### src/rtl/fifo_credit_pkg.sv
// Shared types and helpers for the credit-gated FIFO transmitter.
package fifo_credit_pkg;

  typedef enum logic [1:0] {
    RUN   = 2'd0,
    DRAIN = 2'd1,
    DONE  = 2'd2
  } CreditTxState_t;

  // Width of a counter that must hold every value from 0 up to num inclusive.
  function automatic int credit_width(input int num);
    return $clog2(num + 1);
  endfunction

endpackage

### src/rtl/fifo_credit_tx_if.sv
// Upstream stream, receiver push/credit path and flush control of fifo_credit_tx.
interface fifo_credit_tx_if
  import fifo_credit_pkg::*;
#(
  parameter int NUM   = 128,
  parameter int WIDTH = 32
) ();

  localparam int CW = credit_width(NUM);

  logic [WIDTH-1:0] IN_data;
  logic             IN_valid;
  logic             OUT_ready;
  logic             IN_creditRet;
  logic             IN_flush;
  logic             OUT_valid;
  logic [WIDTH-1:0] OUT_data;
  logic [CW-1:0]    OUT_credits;
  logic             OUT_flushDone;
  logic             OUT_creditErr;

  // Environment side: supplies words, credits and flush requests.
  modport master (
    output IN_data, IN_valid, IN_creditRet, IN_flush,
    input  OUT_ready, OUT_valid, OUT_data, OUT_credits, OUT_flushDone, OUT_creditErr
  );

  // Transmitter side.
  modport slave (
    input  IN_data, IN_valid, IN_creditRet, IN_flush,
    output OUT_ready, OUT_valid, OUT_data, OUT_credits, OUT_flushDone, OUT_creditErr
  );

endinterface

### src/rtl/credit_counter.sv
// Saturating credit counter: starts full at NUM, decrements on use, increments on
// return, and raises a sticky overflow flag on a return that would exceed NUM.
module credit_counter
  import fifo_credit_pkg::*;
#(
  parameter int NUM = 128,
  localparam int CW = credit_width(NUM)
) (
  input  logic          clk,
  input  logic          rst,
  input  logic          IN_dec,
  input  logic          IN_inc,
  output logic [CW-1:0] OUT_count,
  output logic          OUT_zero,
  output logic          OUT_full,
  output logic          OUT_overflow
);

  localparam logic [CW-1:0] FULL_C = CW'(NUM);
  localparam logic [CW-1:0] ZERO_C = CW'(0);
  localparam logic [CW-1:0] ONE_C  = CW'(1);

  logic [CW-1:0] count_r;
  logic [CW-1:0] count_next_s;
  logic          overflow_r;
  logic          overflow_hit_s;

  // Next count; a simultaneous use and return cancel out.
  always_comb begin
    count_next_s   = count_r;
    overflow_hit_s = 1'b0;
    if (IN_inc && !IN_dec) begin
      if (count_r == FULL_C) begin
        overflow_hit_s = 1'b1;
      end else begin
        count_next_s = count_r + ONE_C;
      end
    end else if (IN_dec && !IN_inc) begin
      if (count_r != ZERO_C) begin
        count_next_s = count_r - ONE_C;
      end else begin
        count_next_s = count_r;
      end
    end else begin
      count_next_s = count_r;
    end
  end

  // Count register and sticky overflow flag.
  always_ff @(posedge clk or posedge rst) begin
    if (rst) begin
      count_r    <= FULL_C;
      overflow_r <= 1'b0;
    end else begin
      count_r    <= count_next_s;
      overflow_r <= overflow_r | overflow_hit_s;
    end
  end

  assign OUT_count    = count_r;
  assign OUT_zero     = (count_r == ZERO_C);
  assign OUT_full     = (count_r == FULL_C);
  assign OUT_overflow = overflow_r;

endmodule

### src/rtl/fifo_credit_tx.sv
// Credit-gated transmitter feeding a FIFO whose write side has no backpressure.
// A word is only taken from upstream while a credit (free receiver slot) exists,
// and a flush stops intake until every pushed word has been popped again.
module fifo_credit_tx
  import fifo_credit_pkg::*;
#(
  parameter int NUM   = 128,
  parameter int WIDTH = 32
) (
  input logic            clk,
  input logic            rst,
  fifo_credit_tx_if.slave bus
);

  localparam int CW = credit_width(NUM);

  CreditTxState_t   state_r;
  logic             out_valid_r;
  logic [WIDTH-1:0] out_data_r;
  logic             flush_done_r;

  logic [CW-1:0]    count_s;
  logic             zero_s;
  logic             full_s;
  logic             overflow_s;
  logic             ready_s;
  logic             accept_s;

  // Ready depends only on registered state, never on this cycle's inputs.
  assign ready_s  = (state_r == RUN) && !zero_s;
  assign accept_s = bus.IN_valid && ready_s;

  credit_counter #(.NUM(NUM)) u_credit_counter (
    .clk         (clk),
    .rst         (rst),
    .IN_dec      (accept_s),
    .IN_inc      (bus.IN_creditRet),
    .OUT_count   (count_s),
    .OUT_zero    (zero_s),
    .OUT_full    (full_s),
    .OUT_overflow(overflow_s)
  );

  // Push register and flush state machine.
  always_ff @(posedge clk or posedge rst) begin
    if (rst) begin
      state_r      <= RUN;
      out_valid_r  <= 1'b0;
      out_data_r   <= {WIDTH{1'b0}};
      flush_done_r <= 1'b0;
    end else begin
      out_valid_r <= accept_s;
      if (accept_s) begin
        out_data_r <= bus.IN_data;
      end else begin
        out_data_r <= out_data_r;
      end
      case (state_r)
        RUN: begin
          flush_done_r <= 1'b0;
          if (bus.IN_flush) begin
            state_r <= DRAIN;
          end else begin
            state_r <= RUN;
          end
        end
        DRAIN: begin
          // Drained once all credits are home and no push is still in flight.
          if (full_s && !out_valid_r) begin
            state_r      <= DONE;
            flush_done_r <= 1'b1;
          end else begin
            state_r      <= DRAIN;
            flush_done_r <= 1'b0;
          end
        end
        DONE: begin
          state_r      <= RUN;
          flush_done_r <= 1'b0;
        end
        default: begin
          state_r      <= RUN;
          flush_done_r <= 1'b0;
        end
      endcase
    end
  end

  assign bus.OUT_ready     = ready_s;
  assign bus.OUT_valid     = out_valid_r;
  assign bus.OUT_data      = out_data_r;
  assign bus.OUT_credits   = count_s;
  assign bus.OUT_flushDone = flush_done_r;
  assign bus.OUT_creditErr = overflow_s;

endmodule
### src/flat_wrapper.sv
// flat-port wrapper written by rule: the top's interface ports become plain ports
module fifo_credit_tx_flat import fifo_credit_pkg::*;
#(
  parameter int NUM   = 128,
  parameter int WIDTH = 32
)
  (clk, rst, bus_IN_data, bus_IN_valid, bus_IN_creditRet, bus_IN_flush, bus_OUT_ready, bus_OUT_valid, bus_OUT_data, bus_OUT_credits, bus_OUT_flushDone, bus_OUT_creditErr);
  fifo_credit_tx_if #(.NUM(NUM), .WIDTH(WIDTH)) bus_i ();
  input logic clk;
  input logic rst;
  input wire logic [$bits(bus_i.IN_data)-1:0] bus_IN_data;
  input wire logic [$bits(bus_i.IN_valid)-1:0] bus_IN_valid;
  input wire logic [$bits(bus_i.IN_creditRet)-1:0] bus_IN_creditRet;
  input wire logic [$bits(bus_i.IN_flush)-1:0] bus_IN_flush;
  output wire logic [$bits(bus_i.OUT_ready)-1:0] bus_OUT_ready;
  output wire logic [$bits(bus_i.OUT_valid)-1:0] bus_OUT_valid;
  output wire logic [$bits(bus_i.OUT_data)-1:0] bus_OUT_data;
  output wire logic [$bits(bus_i.OUT_credits)-1:0] bus_OUT_credits;
  output wire logic [$bits(bus_i.OUT_flushDone)-1:0] bus_OUT_flushDone;
  output wire logic [$bits(bus_i.OUT_creditErr)-1:0] bus_OUT_creditErr;
  assign bus_i.IN_data = bus_IN_data;
  assign bus_i.IN_valid = bus_IN_valid;
  assign bus_i.IN_creditRet = bus_IN_creditRet;
  assign bus_i.IN_flush = bus_IN_flush;
  assign bus_OUT_ready = bus_i.OUT_ready;
  assign bus_OUT_valid = bus_i.OUT_valid;
  assign bus_OUT_data = bus_i.OUT_data;
  assign bus_OUT_credits = bus_i.OUT_credits;
  assign bus_OUT_flushDone = bus_i.OUT_flushDone;
  assign bus_OUT_creditErr = bus_i.OUT_creditErr;
  fifo_credit_tx #(.NUM(NUM), .WIDTH(WIDTH)) u_core (.clk(clk), .rst(rst), .bus(bus_i));
endmodule
### config.mk
export PLATFORM = sky130hd
export DESIGN_NAME = fifo_credit_tx_flat
export DESIGN_NICKNAME = d
export VERILOG_FILES = /design/src/rtl/fifo_credit_pkg.sv /design/src/rtl/fifo_credit_tx_if.sv /design/src/rtl/credit_counter.sv /design/src/rtl/fifo_credit_tx.sv /design/src/flat_wrapper.sv
export SDC_FILE = /design/constraint.sdc
export NUM_CORES = 1
export LEC_CHECK = 0
export CAP_MARGIN = 20
export CORE_ASPECT_RATIO = 0.5
export CORE_MARGIN = 2
export CORE_UTILIZATION = 39
export CTS_CLUSTER_SIZE = 10
export DETAILED_ROUTE_END_ITERATION = 7
export PLACE_DENSITY = 0.75
export SLEW_MARGIN = 20
export SYNTH_ARGS = -nofsm -noshare
export SYNTH_HDL_FRONTEND = slang
export SYNTH_SLANG_ARGS = --single-unit
### constraint.sdc
create_clock -name clk -period 3.21 [get_ports clk]
set_input_delay 0.321 -clock clk [delete_from_list [all_inputs] [get_ports clk]]
set_output_delay 0.321 -clock clk [all_outputs]
set_load 0.05 [all_outputs]
======== After elaboration in Yosys (flattened, before gate mapping) ========
Index checks and enable logic that the tools add are counted.
W data, S select, Z words.
operators by class
  $add $sub $neg .......................... 2
  multipliers ............................. 0
  divide/modulo/power cells ............... 0
  magnitude comparators ................... 0
  eq/ne operators ......................... 3
  shift operators ......................... 0
  muxes and demuxes ....................... 11
  bitwise gates (word level) .............. 1
  reduce and logical (&&, ||, !) cells .... 15
operators with widths
  operator               count
  $mux W8                4
  $add A8 B1 Y8 const B  1
  $eq A8 B8 Y1 const B   1
  $logic_not A8 Y1       1
  $reduce_bool A8 Y1     1
  $sub A8 B1 Y8 const B  1
  $logic_and A1 B1 Y1    5
  $mux W1                5
  $logic_not A1 Y1       4
  $pmux W2 S2            1
  $reduce_bool A2 Y1     2
  $reduce_and A3 Y1      1
  $eq A2 B1 Y1 const B   1
  $logic_not A2 Y1       1
  $mux W2                1
  $ne A2 B2 Y1 const B   1
  $or A1 B1 Y1           1
word-level totals
  register bits after elaboration ......... 45
  latch bits .............................. 0
  memory bits (writable) .................. 0
  ROM bits ................................ 0
  input port bits ......................... 37
  output and inout port bits .............. 44
  word-level logic and storage cells ...... 38
  memories kept ........................... 0

======== Logic depth before layout (Yosys ltp) ========
Gate-level depths: netlist (run 1).
  word-level depth ........................ 8
  depth in mapped cells ................... 14
  depth with buffers taken out ............ 12

======== By module ========
A second synthesis (run 1) with hierarchy kept.
second synthesis, totals
  cell total of the unflattened synthesis .. 144
  area, all modules ....................... 2040.7 µm²
by module, submodules not included
  module          times used  cells each  area an instance (µm²)  sequential area each (µm²)
  fifo_credit_tx  1           79          1368.8                  900.9
  credit_counter  1           65          671.9                   226.5

======== Worst setup path after synthesis (run 1) ========
No wires, ideal clock.
  path type ............................... reg-to-reg
  from .................................... register u_core.u_credit_counter.count_r[1], in the netlist u_core.u_credit_counter.OUT_count[1]
  to ...................................... register u_core.u_credit_counter.count_r[7], in the netlist u_core.u_credit_counter.OUT_count[7]
  setup time .............................. 75 ps
  arrival time ............................ 3421 ps
  slack ................................... -286 ps
  cell stages (with the launch flop) ...... 15
  path buffers ............................ 2
  period minus slack after synthesis ...... 3496 ps
  cell sequence ........................... dfrtp_1 > nor4_1 > nand2_2 > nor2_2 > or4b_4 > buf_6 > buf_12 > ha_1 > inv_1 > ha_1 > a211oi_1 > nor3_1 > or3_1 > a21oi_1 > xor2_1
on the way
  cells in the longest elaborated chain, start to end .. 8
ends and longest elaborated chain
  what                                                   RTL line              source
  start: declaration                                     credit_counter.sv:23  logic [CW-1:0] count_r;
  start signal: assignment                               credit_counter.sv:55  count_r <= count_next_s;
  branches (longest 8 deep; another with $sub A8 B1 Y8)  -
Parallel ways; which one is timed is not known. The select of a mux whose other input is x is not followed.
A chain may end at the register's enable or synchronous reset.

======== Worst setup path after layout (run 1) ========
  from .................................... register u_core.u_credit_counter.count_r[7], in the netlist u_core.u_credit_counter.OUT_count[7]
  to ...................................... register u_core.u_credit_counter.count_r[7], in the netlist u_core.u_credit_counter.OUT_count[7]
Same word-level chain as after synthesis.

==> summary.txt, run 1 <==
Status
  – Status: finished clean

Timing
  – Final setup viols: 0
  – Relative slew margins: 0.613
  – Fmax: 334 MHz
  – Unrepaired setup endpoints after global routing: false
  – Setup TNS: 0 ns
  – Clock Skews: 0.0100 ns
  – Fin. max-slew vios: 0
  – Fin. Hold Viols: 0
  – Tcrit/Tclk final: 0.934
  – Worst-margin pin slew: around 0.58 ns
  – Min Tclk post-route: 3.00 ns

Yosys
  – Yosys warns: 0
  – Flops & latches, synth: 45
  – Top cells by area, synth: dfrtp_1 52%, mux2_4 20%, ha_1 4.1%
  – Synth Area in Compound Gates: 0.0689
  – Synthesized area per cell: 14.8 sq um
  – Post-synthesis simple-gate area fraction: 0.0518
  – Post-synthesis mux area share: 0.224
  – Seq/Total Area, Yosys: 0.531
  – Most common library cells after synthesis: 44 x dfrtp_1, 28 x mux2_4, 9 x o21ai_0
  – Asr flop ratio synth: 1.00
  – Post-synth cell types: 31
  – Yosys top cell area share: 0.518
  – Largest family of logic cells by synthesized area: multiplexers
  – Adder-Cell Fraction of Synth Area: 0.0506
  – Xor/xnor share of the synthesized area: 0.0330
  – Most frequent cell after synthesis: dfrtp_1
  – Post-synth EDFFs: 0
  – Post-synth top flop: dfrtp_1
  – Synthesized Nets: between 150 and 200
  – Cell taking the most area after synthesis: dfrtp_1
  – Mapped Area: 2120 sq um
  – Gate Count Post-Synth: 144

Pwr
  – Cell Pwr Density: 1180 nW/um^2
  – Sw Pwr: 1.71 mW
  – Internal power: 1.95 mW
  – Seq pwr share: 0.287
  – Clk network pwr share: 0.098
  – Combinational group share of total power: 0.615
  – Peak VDD IR: between 0.5 and 0.6 mV
  – Sw Ratio: 0.468
  – Leak Pwr: about 1.4 nW

Global route
  – Initial antenna violation count: 0
  – Gr ovfl total: 0
  – Vias in the first global route: 1,445
  – Largest net degree at the start of global routing: 34
  – Overall routing resource usage: 0.152
  – First-pass GRT wire length: 7180 um

Critical path
  – Worst Path Max Fanout: 7
  – CP Capture Type: flip-flop
  – CP arrival: 3.22 ns
  – Worst Path Required: 3.43 ns
  – Worst Setup Start Kind: flip-flop
  – Crit path kind: flip-flop to flip-flop

Layout
  – Layout cell share with drive strength beyond 1: 0.264
  – Nets: 275
  – Layout area overhead: 46.1%
  – Area of the multi-input gates: around 930 sq um
  – Fillers: 414
  – Cell area after layout: approximately 3100 sq um
  – FF+latch area: 1140 sq um
  – Antenna Cells: 0

Floorplan
  – Num ports: 81
  – CORE AREA: 5090 sq um
  – Die W: around 110 um
  – Die height: 56.2 um
  – Number of core rows: 18
  – Starting Density: 0.417
  – Full die area: 6090 sq um

Placed design
  – PortBufs: 80
  – RD Place Congestion: 0.725
  – HPWL after detailed placement: 3320 um
  – Cell area after placement: 2980 sq um

Clocking
  – CTS tree: built
  – CTS sink cnt: 45
  – CTS Buf Count: 5
  – Root buf cell: clkbuf_8
  – H-tree depth: 2
  – Clock buffer depth: 2
  – Insertion delay to the later sink of the worst-skew pair: 0.29 ns
  – CTS clk-pin slew, worst paths: around 0.090 ns

Min path
  – Tightest Hold Check Type: primary input to async pin

Detailed routing
  – Via count: 1,398
  – DRC errors left: 0
  – Routed WL: approximately 4400 um
  – Via-to-Cell Ratio: 4.64
  – DRT iter0 DRCs: 45
  – Avg WL per Cell: approximately 15 um
  – DRT Pass-1 Iters: 3
  – Post-route ant nets: 0

Job
  – Max-cap violations: 0
[area by class of cell]
type / count / share of cell area
tap: 70 / 0.0282
multi-input combinational: 91 / 0.300
timing repair buffer: 84 / 0.270
clock buffer: 6 / 0.0266
clock inverter: 2 / 0.00443
inverter: 3 / 0.00363
sequential: 45 / 0.367
[critical path, stage by stage, from the launching register on]
cell      delay (ns)
dfstp_4         0.66
nor2_2          0.05
or4b_4          0.48
ha_1            0.27
inv_2           0.17
ha_1            0.31
o211ai_1        0.22
nor3_1          0.09
or3_1           0.34
a21oi_1         0.18
xor2_1          0.16
[layout by cell type (no fill, tap or decap), drive strengths merged, types with 4 or more instances in the layout]
master         netlist  layout
dfrtp               44      44
o21ai                9       9
buf                  4       4
mux2                33      33
a21oi                6       6
xor2                 5       5
clkbuf               1       6
ha                   7       7
nand2                7       7
clkdlybuf4s50        0      80
[cell families (layout without fill, tap and decap cells)]
| kind of cell | count (synthesis) | count (layout) |
|---|---|---|
| AOI/OAI and AO/OA | 24 | 24 |
| xor gates and xnor gates | 8 | 8 |
| adders and majority gates | 8 | 8 |
| buffers and inverters | 8 | 95 |
| DFF | 45 | 45 |
| muxes | 33 | 33 |
| and+or+nand+nor | 18 | 18 |
[state kept, by name (all words and copies together) (netlist names)]
| signal | flops |
|---|---|
| u_core.bus.OUT_data | 32 |
| u_core.bus.OUT_flushDone | 1 |
| u_core.bus.OUT_valid | 1 |
| u_core.state_r | 2 |
| u_core.u_credit_counter.OUT_count | 8 |
| u_core.u_credit_counter.OUT_overflow | 1 |
[timing repair]
action	4_1_cts	5_1_grt
gates resized for setup	0	1
endpoints found under the hold margin	0	0
buffers inserted	0	0
setup endpoints to repair	0	1
hold buffers	0	0
[final timing paths]
kind	from	to	slack (ns)	cells past startpoint
max in group asynchronous	rst	u_core.u_credit_counter.OUT_count[0]$_DFFE_PP0P_	2.16	4
worst max register to register	u_core.u_credit_counter.OUT_count[7]$_DFFE_PP1P_	u_core.u_credit_counter.OUT_count[7]$_DFFE_PP1P_	0.21	10
worst max-delay path	u_core.u_credit_counter.OUT_count[7]$_DFFE_PP1P_	u_core.u_credit_counter.OUT_count[7]$_DFFE_PP1P_	0.21	10
min in group clk	u_core.state_r[1]$_DFF_PP0_	u_core.state_r[0]$_DFF_PP0_	0.49	1
worst min register to register	u_core.state_r[1]$_DFF_PP0_	u_core.state_r[0]$_DFF_PP0_	0.49	1
worst min-delay path	rst	u_core.bus.OUT_data[24]$_DFFE_PP0P_	0.30	2
[metal layers]
layer,part of all wire,GRT usage
met1,0.45,0.193
met2,0.51,0.263
met3,0.034,0.0363
met4,0.0050,0.0330
met5,0,0
[through the flow]
stage	utilization	total power [mW]	worst slack [ns]	hold WS, ns	cells
2_1_floorplan	-	2.63	0.0266	0.455	144
3_5_place_dp	0.586	3.31	0.175	0.489	292
5_1_grt	0.610	3.86	0.0240	0.338	301
6_report	0.610	3.66	0.212	0.297	301
3_3_place_gp	0.586	3.27	0.216	0.475	292
4_1_cts	0.605	3.68	0.211	0.448	300
[power groups by stage]
stage / clock, mW / combinational [mW] / sequential [mW]
after floorplan: 0 / 0.718 / 1.91
after global placement: 0 / 2.23 / 1.04
after detailed placement: 0 / 2.26 / 1.05
after CTS: 0.372 / 2.27 / 1.05
after global routing: 0.397 / 2.37 / 1.09
final: 0.357 / 2.25 / 1.05
No activity file was read; power rests on OpenSTA's default activity.
==> run 2, diff against run 1 <==
--- a/config.mk
+++ b/config.mk
@@ -16,3 +16,4 @@
 export SYNTH_ARGS = -nofsm -noshare
 export SYNTH_HDL_FRONTEND = slang
 export SYNTH_SLANG_ARGS = --single-unit
+export TNS_END_PERCENT = 1
==> results of run 2 <==
No change in the layout: final DEF, timing and power equal those of run 1.
==> run 3, diff against run 2 <==
--- a/config.mk
+++ b/config.mk
@@ -11,6 +11,8 @@
 export CORE_UTILIZATION = 39
 export CTS_CLUSTER_SIZE = 10
 export DETAILED_ROUTE_END_ITERATION = 7
+export HOLD_SLACK_MARGIN = 0.06
+export MAX_ROUTING_LAYER = met4
 export PLACE_DENSITY = 0.75
 export SLEW_MARGIN = 20
 export SYNTH_ARGS = -nofsm -noshare
==> summary.txt, run 3 (synthesis results as in run 1) <==
Pwr
  – Internal power: 1.95 mW (about the same)
  – Clk network pwr share: 0.098 (about the same)
  – Cell Pwr Density: 1190 nW/um^2 (+0.52%)
  – Sw Ratio: 0.468 (+0.000658)
  – Seq pwr share: 0.287 (about the same)
  – Leak Pwr: 1.41 nW (-0.33%)
  – Combinational group share of total power: 0.614 (about the same)
  – Peak VDD IR: 0.546 mV (-0.14%)
  – Sw Pwr: 1.71 mW (+0.17%)

Timing
  – Setup TNS: 0 ns (unchanged)
  – Fin. Hold Viols: 0 (unchanged)
  – Clock Skews: 0.0112 ns (+0.00116 ns)
  – Unrepaired setup endpoints after global routing: false
  – Min Tclk post-route: 3.00 ns (-0.00135 ns)
  – Tcrit/Tclk final: 0.934 (about the same)
  – Final setup viols: 0 (unchanged)
  – Fmax: 334 MHz (about the same)
  – Worst-margin pin slew: 0.573 ns (-0.00728 ns)
  – Relative slew margins: 0.618 (+0.00485)
  – Fin. max-slew vios: 0 (unchanged)

Clocking
  – H-tree depth: 2 (unchanged)
  – CTS tree: built
  – Insertion delay to the later sink of the worst-skew pair: 0.29 ns (about the same)
  – CTS clk-pin slew, worst paths: 0.09 ns (about the same)
  – Root buf cell: clkbuf_8
  – Clock buffer depth: 2 (unchanged)
  – CTS sink cnt: 45 (unchanged)
  – Post-CTS Resized: 0 (unchanged)
  – Setup Fix Bufs, Post-CTS: 0 (unchanged)
  – Hold buffers post-CTS: 0 (unchanged)
  – CTS Buf Count: 5 (unchanged)

Placed design
  – RD Place Congestion: 0.734 (+1.2%)
  – Cell area after placement: 2980 sq um (unchanged)
  – HPWL after detailed placement: 3320 um (unchanged)
  – PortBufs: 80 (unchanged)

Global route
  – Gr ovfl total: 0 (unchanged)
  – First-pass GRT wire length: 7190 um (+0.18%)
  – Vias in the first global route: 1,446 (+0.069%)
  – Overall routing resource usage: 0.156 (+0.00439)
  – Initial antenna violation count: 0 (unchanged)
  – Largest net degree at the start of global routing: 34 (unchanged)

Layout
  – Layout area overhead: 45.4%
  – Fillers: 417 (+0.72%)
  – Cell area after layout: 3090 sq um (-0.48%)
  – Antenna Cells: 0 (unchanged)
  – Post-layout util: 0.607 (-0.00295)
  – Commonest non-fill, non-tap cell in the layout: clkdlybuf4s50_1
  – Most frequent cells in the layout: 80 x clkdlybuf4s50_1, 37 x dfrtp_1, 28 x mux2_4
  – Nets: 274 (-0.36%)
  – Number of flip-flops under the largest register name: 32 (unchanged)
  – Layout cell share with drive strength beyond 1: 0.265 (+0.00115)

Detailed routing
  – DRC errors left: 0 (unchanged)
  – Avg WL per Cell: 14.8 um (+0.93%)
  – Via-to-Cell Ratio: 4.68 (+0.76%)
  – Post-route ant nets: 0 (unchanged)
  – DRT iter0 DRCs: 49 (+8.9%)
  – Routed WL: 4430 um (+0.59%)
  – DRT Pass-1 Iters: 4 (+1)
  – Via count: 1,404 (+0.43%)

Critical path
  – Crit path kind: flip-flop to flip-flop
  – CP arrival: 3.22 ns (about the same)
  – Worst Setup Start Kind: flip-flop
  – CP Capture Type: flip-flop
  – Worst Path Max Fanout: 7 (unchanged)
  – Worst Path Required: 3.43 ns (about the same)

Floorplan
  – Die height: 56.2 um (unchanged)
  – Die W: 108 um (unchanged)
  – CORE AREA: 5090 sq um (unchanged)
  – Num ports: 81 (unchanged)
  – Number of core rows: 18 (unchanged)
  – Starting Density: 0.417 (unchanged)
  – Full die area: 6090 sq um (unchanged)

Min path
  – Tightest Hold Check Type: primary input to async pin

Status
  – Status: finished clean

Job
  – Max-cap violations: 0 (unchanged)
==> run 3: metal layers <==
layer	wire (um)	vias to the layer above	GRT usage
met5	0	-	-
met4	22	0	0.0330
met3	154	2	0.0363
met2	2270	29	0.266
met1	1980	697	0.190
li1	-	676	-
==> run 3: final timing paths <==
check                                                                 startpoint  cells after the start                                                to  slack (ns)
worst max-delay path            u_core.u_credit_counter.OUT_count[7]$_DFFE_PP1P_                     10  u_core.u_credit_counter.OUT_count[7]$_DFFE_PP1P_        0.21
worst min-delay path                                                         rst                      2                u_core.bus.OUT_data[6]$_DFFE_PP0P_        0.39
worst max register to register  u_core.u_credit_counter.OUT_count[7]$_DFFE_PP1P_                     10  u_core.u_credit_counter.OUT_count[7]$_DFFE_PP1P_        0.21
worst min register to register                       u_core.state_r[1]$_DFF_PP0_                      1                       u_core.state_r[0]$_DFF_PP0_        0.50
max in group asynchronous                                                    rst                      3  u_core.u_credit_counter.OUT_count[3]$_DFFE_PP0P_        2.13
min in group clk                                     u_core.state_r[1]$_DFF_PP0_                      1                       u_core.state_r[0]$_DFF_PP0_        0.50
==> run 3: layout make-up <==
class / count / area [sq um] / share of cell area
clock inverters: 2 / 13.8 / 0.00446
clock buffers: 6 / 82.6 / 0.0267
multi-input cells: 91 / 931 / 0.301
inverters: 3 / 11.3 / 0.00365
well taps: 70 / 87.6 / 0.0284
repair buffers: 83 / 823 / 0.267
flip-flops and latches: 45 / 1140 / 0.369
==> run 3: metrics by stage <==
stage / setup slack (ns) / power, mW / hold WS, ns / std cells
4_1_cts: 0.211 / 3.68 / 0.448 / 300
3_3_place_gp: 0.216 / 3.27 / 0.475 / 292
5_1_grt: 0.0240 / 3.85 / 0.460 / 300
3_5_place_dp: 0.175 / 3.31 / 0.489 / 292
6_report: 0.213 / 3.66 / 0.394 / 300
2_1_floorplan: 0.0266 / 2.63 / 0.455 / 144
==> run 3: power groups by stage <==
stage | logic [mW] | registers (mW) | clock network (mW)
floorplan | 0.718 | 1.91 | 0
global placement | 2.23 | 1.04 | 0
detailed placement | 2.26 | 1.05 | 0
CTS | 2.27 | 1.05 | 0.372
global route | 2.36 | 1.09 | 0.398
finish | 2.25 | 1.05 | 0.360
==> run 3: worst max-delay path, stage by stage (launching register included) <==
cell and delay, ns:
dfstp_4 0.66, nor2_2 0.05, or4b_4 0.48, ha_1 0.27
inv_2 0.16, ha_1 0.31, o211ai_1 0.22, nor3_1 0.09
or3_1 0.34, a21oi_1 0.18, xor2_1 0.16
